File: config.mk
export PLATFORM = sky130hd
export DESIGN_NAME = fetch_stage
export DESIGN_NICKNAME = d
export VERILOG_FILES = /design/src/rtl/riscv_np_pkg.sv /design/src/rtl/fetch_queue.sv /design/src/rtl/fetch_stage.sv
export SDC_FILE = /design/constraint.sdc
export NUM_CORES = 1
export LEC_CHECK = 0
export ABC_CLOCK_PERIOD_IN_PS = 8450
export CAP_MARGIN = 20
export CORE_MARGIN = 10
export CORE_UTILIZATION = 35
export CTS_BUF_LIST = sky130_fd_sc_hd__clkbuf_8
export DETAILED_ROUTE_END_ITERATION = 7
export HOLD_SLACK_MARGIN = 0.15
export SLEW_MARGIN = 20
export SYNTH_ARGS = -nofsm -noshare
export SYNTH_HDL_FRONTEND = slang
export SYNTH_HIERARCHICAL = 1
export SYNTH_SLANG_ARGS = --single-unit
File: constraint.sdc
create_clock -name CLK -period 8.45 [get_ports CLK]
set_clock_uncertainty 0.2 [all_clocks]
set_input_delay 1.2675 -clock CLK [delete_from_list [all_inputs] [get_ports CLK]]
set_output_delay 1.2675 -clock CLK [all_outputs]
set_load 0.005 [all_outputs]
File: src/rtl/riscv_np_pkg.sv
// Shared types and constants for the RV32I pipeline front end.
package riscv_np_pkg;

    localparam logic [31:0] NOP_INSN         = 32'h0000_0013;
    localparam logic [31:0] DEFAULT_RESET_PC = 32'h0000_0000;

    typedef enum logic [1:0] {
        ST_BOOT  = 2'd0,
        ST_RUN   = 2'd1,
        ST_FLUSH = 2'd2
    } fetch_state_t;

    typedef struct packed {
        logic [31:0] pc;
        logic [31:0] insn;
        logic        filled;
    } fq_entry_t;

endpackage

File: src/rtl/fetch_queue.sv
// In-order fetch buffer: slots are allocated at grant time and filled by responses in order.
module fetch_queue
    import riscv_np_pkg::*;
#(
    parameter  int DEPTH = 2,
    localparam int AW    = $clog2(DEPTH)
) (
    input  logic          CLK,
    input  logic          RST,
    input  logic          i_flush,
    input  logic          i_alloc,
    input  logic [31:0]   i_alloc_pc,
    input  logic          i_fill,
    input  logic [31:0]   i_fill_data,
    input  logic          i_pop,
    output fq_entry_t     o_head,
    output logic [AW:0]   o_count
);

    fq_entry_t     r_mem [DEPTH];
    logic [AW-1:0] r_head;
    logic [AW-1:0] r_tail;
    logic [AW-1:0] r_fptr;
    logic [AW:0]   r_count;

    always_ff @(posedge CLK or posedge RST) begin
        if (RST) begin
            r_head  <= '0;
            r_tail  <= '0;
            r_fptr  <= '0;
            r_count <= '0;
            for (int i = 0; i < DEPTH; i++) r_mem[i] <= '0;
        end else if (i_flush) begin
            r_head  <= '0;
            r_tail  <= '0;
            r_fptr  <= '0;
            r_count <= '0;
            for (int i = 0; i < DEPTH; i++) r_mem[i].filled <= 1'b0;
        end else begin
            if (i_alloc) begin
                r_mem[r_tail] <= '{pc: i_alloc_pc, insn: NOP_INSN, filled: 1'b0};
                r_tail        <= r_tail + 1'b1;
            end
            // The fill pointer always trails the tail, so it never hits the slot being allocated.
            if (i_fill) begin
                r_mem[r_fptr].insn   <= i_fill_data;
                r_mem[r_fptr].filled <= 1'b1;
                r_fptr               <= r_fptr + 1'b1;
            end
            if (i_pop) r_head <= r_head + 1'b1;
            r_count <= r_count + {{AW{1'b0}}, i_alloc} - {{AW{1'b0}}, i_pop};
        end
    end

    assign o_head  = r_mem[r_head];
    assign o_count = r_count;

endmodule

File: src/rtl/fetch_stage.sv
// RV32I instruction-fetch stage: fetch PC, imem request/response handling, redirect flush.
// Optional FETCH_PERF_EN adds fetch/bubble/flush performance counters.
module fetch_stage
    import riscv_np_pkg::*;
#(
    parameter logic [31:0] RESET_PC = DEFAULT_RESET_PC,
    parameter int          QDEPTH   = 2
) (
    input  logic         CLK,
    input  logic         RST,
    output logic         IMEM_REQ,
    output logic [31:0]  IMEM_ADDR,
    input  logic         IMEM_GNT,
    input  logic         IMEM_RVALID,
    input  logic [31:0]  IMEM_RDATA,
    input  logic         STALL_IF,
    input  logic         REDIRECT,
    input  logic [31:0]  REDIRECT_PC,
    output logic [31:0]  PC_IF,
    output logic [31:0]  IDATA_IF,
    output logic [31:0]  PC4_IF,
    output logic         VALID_IF,
    output fetch_state_t DBG_STATE
`ifdef FETCH_PERF_EN
    ,
    output logic [31:0]  PERF_FETCH_CNT,
    output logic [31:0]  PERF_BUBBLE_CNT,
    output logic [31:0]  PERF_FLUSH_CNT
`endif
);

    localparam int CW = $clog2(QDEPTH) + 1;
    // Stale responses can accumulate across back-to-back redirects, so drop gets extra headroom.
    localparam int DW = 8;

    fetch_state_t r_state;
    logic [31:0]  r_fpc;
    logic [CW-1:0] r_outstanding;
    logic [DW-1:0] r_drop;
    logic [31:0]  r_pc_hold;

    fq_entry_t     w_head;
    logic [CW-1:0] w_count;
    logic [CW-1:0] w_occ;
    logic          w_valid;
    logic          w_pop;
    logic          w_grant;
    logic          w_fill;
    logic          w_drop_rsp;
    logic [DW-1:0] w_inflight;
    logic [DW-1:0] w_drop_redir;
    logic          w_unused;

    assign w_unused = ^REDIRECT_PC[1:0];

    fetch_queue #(.DEPTH(QDEPTH)) u_queue (
        .CLK         (CLK),
        .RST         (RST),
        .i_flush     (REDIRECT),
        .i_alloc     (w_grant),
        .i_alloc_pc  (r_fpc),
        .i_fill      (w_fill),
        .i_fill_data (IMEM_RDATA),
        .i_pop       (w_pop),
        .o_head      (w_head),
        .o_count     (w_count)
    );

    // Outstanding requests already own a queue slot, so occupancy is the slot count less this cycle's pop.
    always_comb begin
        w_valid      = w_head.filled && (w_count != '0);
        w_pop        = w_valid && !STALL_IF && !REDIRECT;
        w_occ        = w_count - {{(CW-1){1'b0}}, w_pop};
        IMEM_REQ     = (r_state != ST_BOOT) && !REDIRECT && (w_occ < CW'(QDEPTH));
        IMEM_ADDR    = r_fpc;
        w_grant      = IMEM_REQ && IMEM_GNT;
        w_fill       = (r_state == ST_RUN) && IMEM_RVALID && !REDIRECT && (r_outstanding != '0);
        w_drop_rsp   = (r_state == ST_FLUSH) && IMEM_RVALID && !REDIRECT;
        w_inflight   = r_drop + DW'(r_outstanding);
        w_drop_redir = w_inflight - DW'(IMEM_RVALID && (w_inflight != '0));
        VALID_IF     = w_valid;
        PC_IF        = w_valid ? w_head.pc : r_pc_hold;
        IDATA_IF     = w_valid ? w_head.insn : NOP_INSN;
        PC4_IF       = PC_IF + 32'd4;
        DBG_STATE    = r_state;
    end

    always_ff @(posedge CLK or posedge RST) begin
        if (RST) begin
            r_state       <= ST_BOOT;
            r_fpc         <= RESET_PC;
            r_outstanding <= '0;
            r_drop        <= '0;
            r_pc_hold     <= '0;
        end else begin
            r_pc_hold <= PC_IF;
            if (REDIRECT) begin
                r_fpc         <= {REDIRECT_PC[31:2], 2'b00};
                r_outstanding <= '0;
                r_drop        <= w_drop_redir;
                r_state       <= (w_drop_redir != '0) ? ST_FLUSH : ST_RUN;
            end else begin
                if (w_grant) r_fpc <= r_fpc + 32'd4;
                r_outstanding <= r_outstanding + CW'(w_grant) - CW'(w_fill);
                case (r_state)
                    ST_BOOT:  r_state <= ST_RUN;
                    ST_RUN:   r_state <= ST_RUN;
                    ST_FLUSH: begin
                        if (w_drop_rsp) begin
                            r_drop <= r_drop - 1'b1;
                            if (r_drop == DW'(1)) r_state <= ST_RUN;
                        end
                    end
                    default:  r_state <= ST_BOOT;
                endcase
            end
        end
    end

    always_ff @(posedge CLK) begin
        if (!RST && r_state == ST_RUN && IMEM_RVALID && !REDIRECT)
            assert (r_outstanding != '0)
            else $error("fetch_stage: imem response with no slot awaiting fill");
    end

`ifdef FETCH_PERF_EN
    always_ff @(posedge CLK or posedge RST) begin
        if (RST) begin
            PERF_FETCH_CNT  <= '0;
            PERF_BUBBLE_CNT <= '0;
            PERF_FLUSH_CNT  <= '0;
        end else begin
            if (w_pop) PERF_FETCH_CNT <= PERF_FETCH_CNT + 32'd1;
            if (!w_valid && r_state != ST_BOOT) PERF_BUBBLE_CNT <= PERF_BUBBLE_CNT + 32'd1;
            if (REDIRECT) PERF_FLUSH_CNT <= PERF_FLUSH_CNT + 32'd1;
        end
    end
`endif

endmodule

==> results.py <==
metrics = {
    "clock_tree": {
        "postCtsSetupRepairBufs": 0,
        "cts-root-buf": "clkbuf_8",
        "clk-insertion-delay-late_ns": 0.52,
        "numCtsBuffers": 39,
        "cts_hold_buf": 0,
        "cts.clk_slew.worst_paths_ns": 0.05,
        "cts_buffer_depth": 3,
        "cts_sinks": 209,
        "cts_tree": "built",
        "cts_resized": 0,
        "cts_max_level": 2,
    },
    "route": {
        "vias_per_cell": 5.29,
        "first_pass_iters": 4,
        "remaining_drc_errors": 0,
        "wl_mm": 33.4,
        "antenna_left": 0,
        "drtIter0Drc": 421,
        "wire_per_inst_um": 20.2,
        "vias": 8748,
    },
    "pwr": {
        "power_leakage_nw": 6.21,
        "power_density_nw_per_um2": 213,
        "vdd_ir_drop_max_v": 0.000153,
    },
    "layout": {
        "drive_above_1_share": 0.183,
        "area_growth_pct": 28.1,
        "antenna_cells": 0,
        "final_util": 0.452,
        "fin_nets": 1309,
    },
    "grt": {
        "grt_overflow_total": 0,
        "grt_pass1_vias": 9084,
        "grt_usage": 0.168,
        "antenna_found_initial": 1,
        "grt_pass1_wl_mm": 53.0,
        "grt_max_degree": 84,
    },
    "worst_setup_path": {
        "worstPathRequired_ns": 6.98,
        "cp_cell_sequence": "mux2_2, o21ai_4, inv_2, buf_4, mux2i_1, inv_1, o2111ai_2, a2111oi_2, xor2_1, clkdlybuf4s50_1",
        "crit_type": "reg -> out",
        "critPathCaptureType": "output port",
        "setup.worst_path.start_class": "flop",
        "path_max_fanout": 43,
        "crit_start": "u_queue/r_head",
        "arrival_ns": 4.22,
        "critPathTopFamily": "buffers and inverters",
        "worst_path_largest_cell_delay_ns": 0.55,
        "critPathBufInv": 4,
        "crit_slowest_cell": "clkdlybuf4s50_1",
        "r2r_start": "r_drop[0]",
    },
    "synthesis": {
        "syn_area_sq_um": 11100,
        "synth-compound-area-share": 0.124,
        "yosys-top-cells-area": "dfrtp_1, mux2_2, a22o_1",
        "ys_seq_area_frac": 0.472,
        "synth-simple-area-share": 0.153,
        "ys_types": 77,
        "synthMuxAreaShare": 0.153,
        "synth_top_family_by_area": "simple AND/OR/NAND/NOR gates",
        "synth_area_per_cell_sq_um": 10.8,
        "ys.warnings.count": 6,
        "ys_ff_latch": 209,
        "synthFlopType": "dfrtp_1",
        "synth-edff-count": 0,
        "syn_inst": 1029,
        "synthAdderAreaFrac": 0.0165,
        "synth_top_cell_area_share": 0.472,
        "synth_area_leader_cell": "dfrtp_1",
        "synth_xor_xnor_area_share": 0.0395,
        "async_flop_share": 1.00,
    },
    "timing": {
        "fmax_mhz": 176,
        "whs_ns": 0.285,
        "finalSetupTns_ns": 0,
        "setup_violations": 0,
        "slew_viol_final": 0,
        "tightest_slew_ns": 1.08,
        "rsz0062_at_grt": "no",
        "fin_crit_ns": 5.69,
        "slew_headroom": 0.277,
        "period_share": 0.673,
        "hold_viol": 0,
    },
    "worst_hold_path": {
        "hold_path.class": "reg -> reg",
        "hp-start": "u_queue/r_mem[67]",
    },
    "placed_design": {
        "dp_hpwl_mm": 22.8,
        "gp_congestion": 0.813,
        "io_buffer_count": 197,
    },
    "floorplan": {
        "die_y_um": 198,
        "chipWidth_um": 198,
        "initial_core_util": 0.353,
        "io_pins": 202,
        "rows": 65,
        "coreArea_sq_um": 31400,
        "die_area_sq_um": 39200,
    },
    "job": {
        "drv_cap": 0,
    },
    "status": {
        "status": "completed",
    },
}
metrics by stage:
stage	cell area [sq um]	cells	setup slack, ns	power (mW)
floorplan	11100	1034	3.37	1.79
global placement	13400	1586	3.23	2.04
detailed placement	13400	1586	3.20	2.06
CTS	14200	1654	2.68	3.07
global route	14200	1654	2.48	3.21
finish	14200	1654	2.76	3.02
synth_stat cells (10+ instances only):
cell type and count:
a22o_1 58, nor2_1 37, inv_1 34, a31oi_1 10, mux2_2 132, nand2b_1 10, nand4_1 22, xor2_1 18
xnor2_1 32, o21ai_0 27, nand2_1 114, dfrtp_1 209, clkbuf_1 29, ha_1 13, a21oi_1 18, nand3_1 34
nor3_1 18, mux2i_1 21, buf_2 19, and2_1 38
power by group:
group	total (mW)	switching (mW)	internal, mW
Clock	0.986	0.430	0.556
Combinational	0.671	0.310	0.362
Sequential	1.37	0.173	1.19
routing by layer:
| layer | vias up | global-route usage | share of wire | wire length (um) |
|---|---|---|---|---|
| met5 | - | 0 | 0.00039 | 13 |
| met4 | 2 | 0.0441 | 0.020 | 664 |
| met3 | 48 | 0.0450 | 0.067 | 2240 |
| met2 | 223 | 0.270 | 0.47 | 15700 |
| met1 | 4377 | 0.218 | 0.44 | 14800 |
| li1 | 4098 | - | - | - |
state kept, by name, summed over array words and instances, names as in the netlist, 2 cells and up:
name / count
r_pc_hold: 32
IMEM_ADDR: 30
r_outstanding: 2
u_queue/o_count: 2
u_queue/r_mem: 130
DBG_STATE: 2
r_drop: 8
cell type report:
class | instances | area, sq um
tap | 402 | 503
inverter | 36 | 138
sequential | 209 | 5230
multi-input combinational | 726 | 5420
clock inverter | 15 | 66.3
fill | 2944 | 17200
timing repair buffer | 213 | 2090
clock buffer | 53 | 729
worst paths after layout:
path,end,slack [ns],cells past startpoint
min in group asynchronous,IMEM_ADDR[9],0.97,2
worst max-delay path,PC4_IF[22],2.76,10
worst min-delay path,u_queue/r_mem[67],0.28,1
max in group asynchronous,u_queue/r_head,5.71,3
worst max register to register,DBG_STATE[1],4.28,13
worst min register to register,u_queue/r_mem[67],0.28,1
kinds of logic (layout without fill, tap and decap cells):
| logic type | Yosys count | in the layout |
|---|---|---|
| adders and majority gates | 14 | 14 |
| DFF | 209 | 209 |
| AOI/OAI and AO/OA | 177 | 177 |
| buffers and inverters | 99 | 317 |
| and+or+nand+nor | 326 | 326 |
| xor gates and xnor gates | 50 | 50 |
| other | 1 | 6 |
| muxes | 153 | 153 |
placed cells by master, fill, tap and decap left out, types with 7 or more instances in the layout:
cell type and n:
xnor2_1 32, mux2i_1 21, and3_1 7, nand3_1 34, a22o_1 58, nand2_1 114
nor4_1 7, buf_4 15, a31oi_1 10, inv_1 43, a21oi_1 18, nor3_1 18
and2_1 38, o21ai_0 27, nand2b_1 10, xor2_1 18, dfrtp_1 208, clkdlybuf4s50_1 196
nand4_1 22, clkbuf_8 53, nor2_1 36, ha_1 13, mux2_2 132
worst register-to-register path: stages (launching register included):
cell,delay [ns]
dfrtp_1,0.43
ha_1,0.20
inv_1,0.05
fa_1,0.51
nor2b_1,0.25
mux2i_1,0.21
a22oi_1,0.13
o41a_1,0.41
ha_1,0.19
ha_1,0.28
a211oi_1,0.39
a211oi_1,0.09
o41a_1,0.44
a211o_1,0.27
Note: power is estimated with default switching activity, not from simulation.
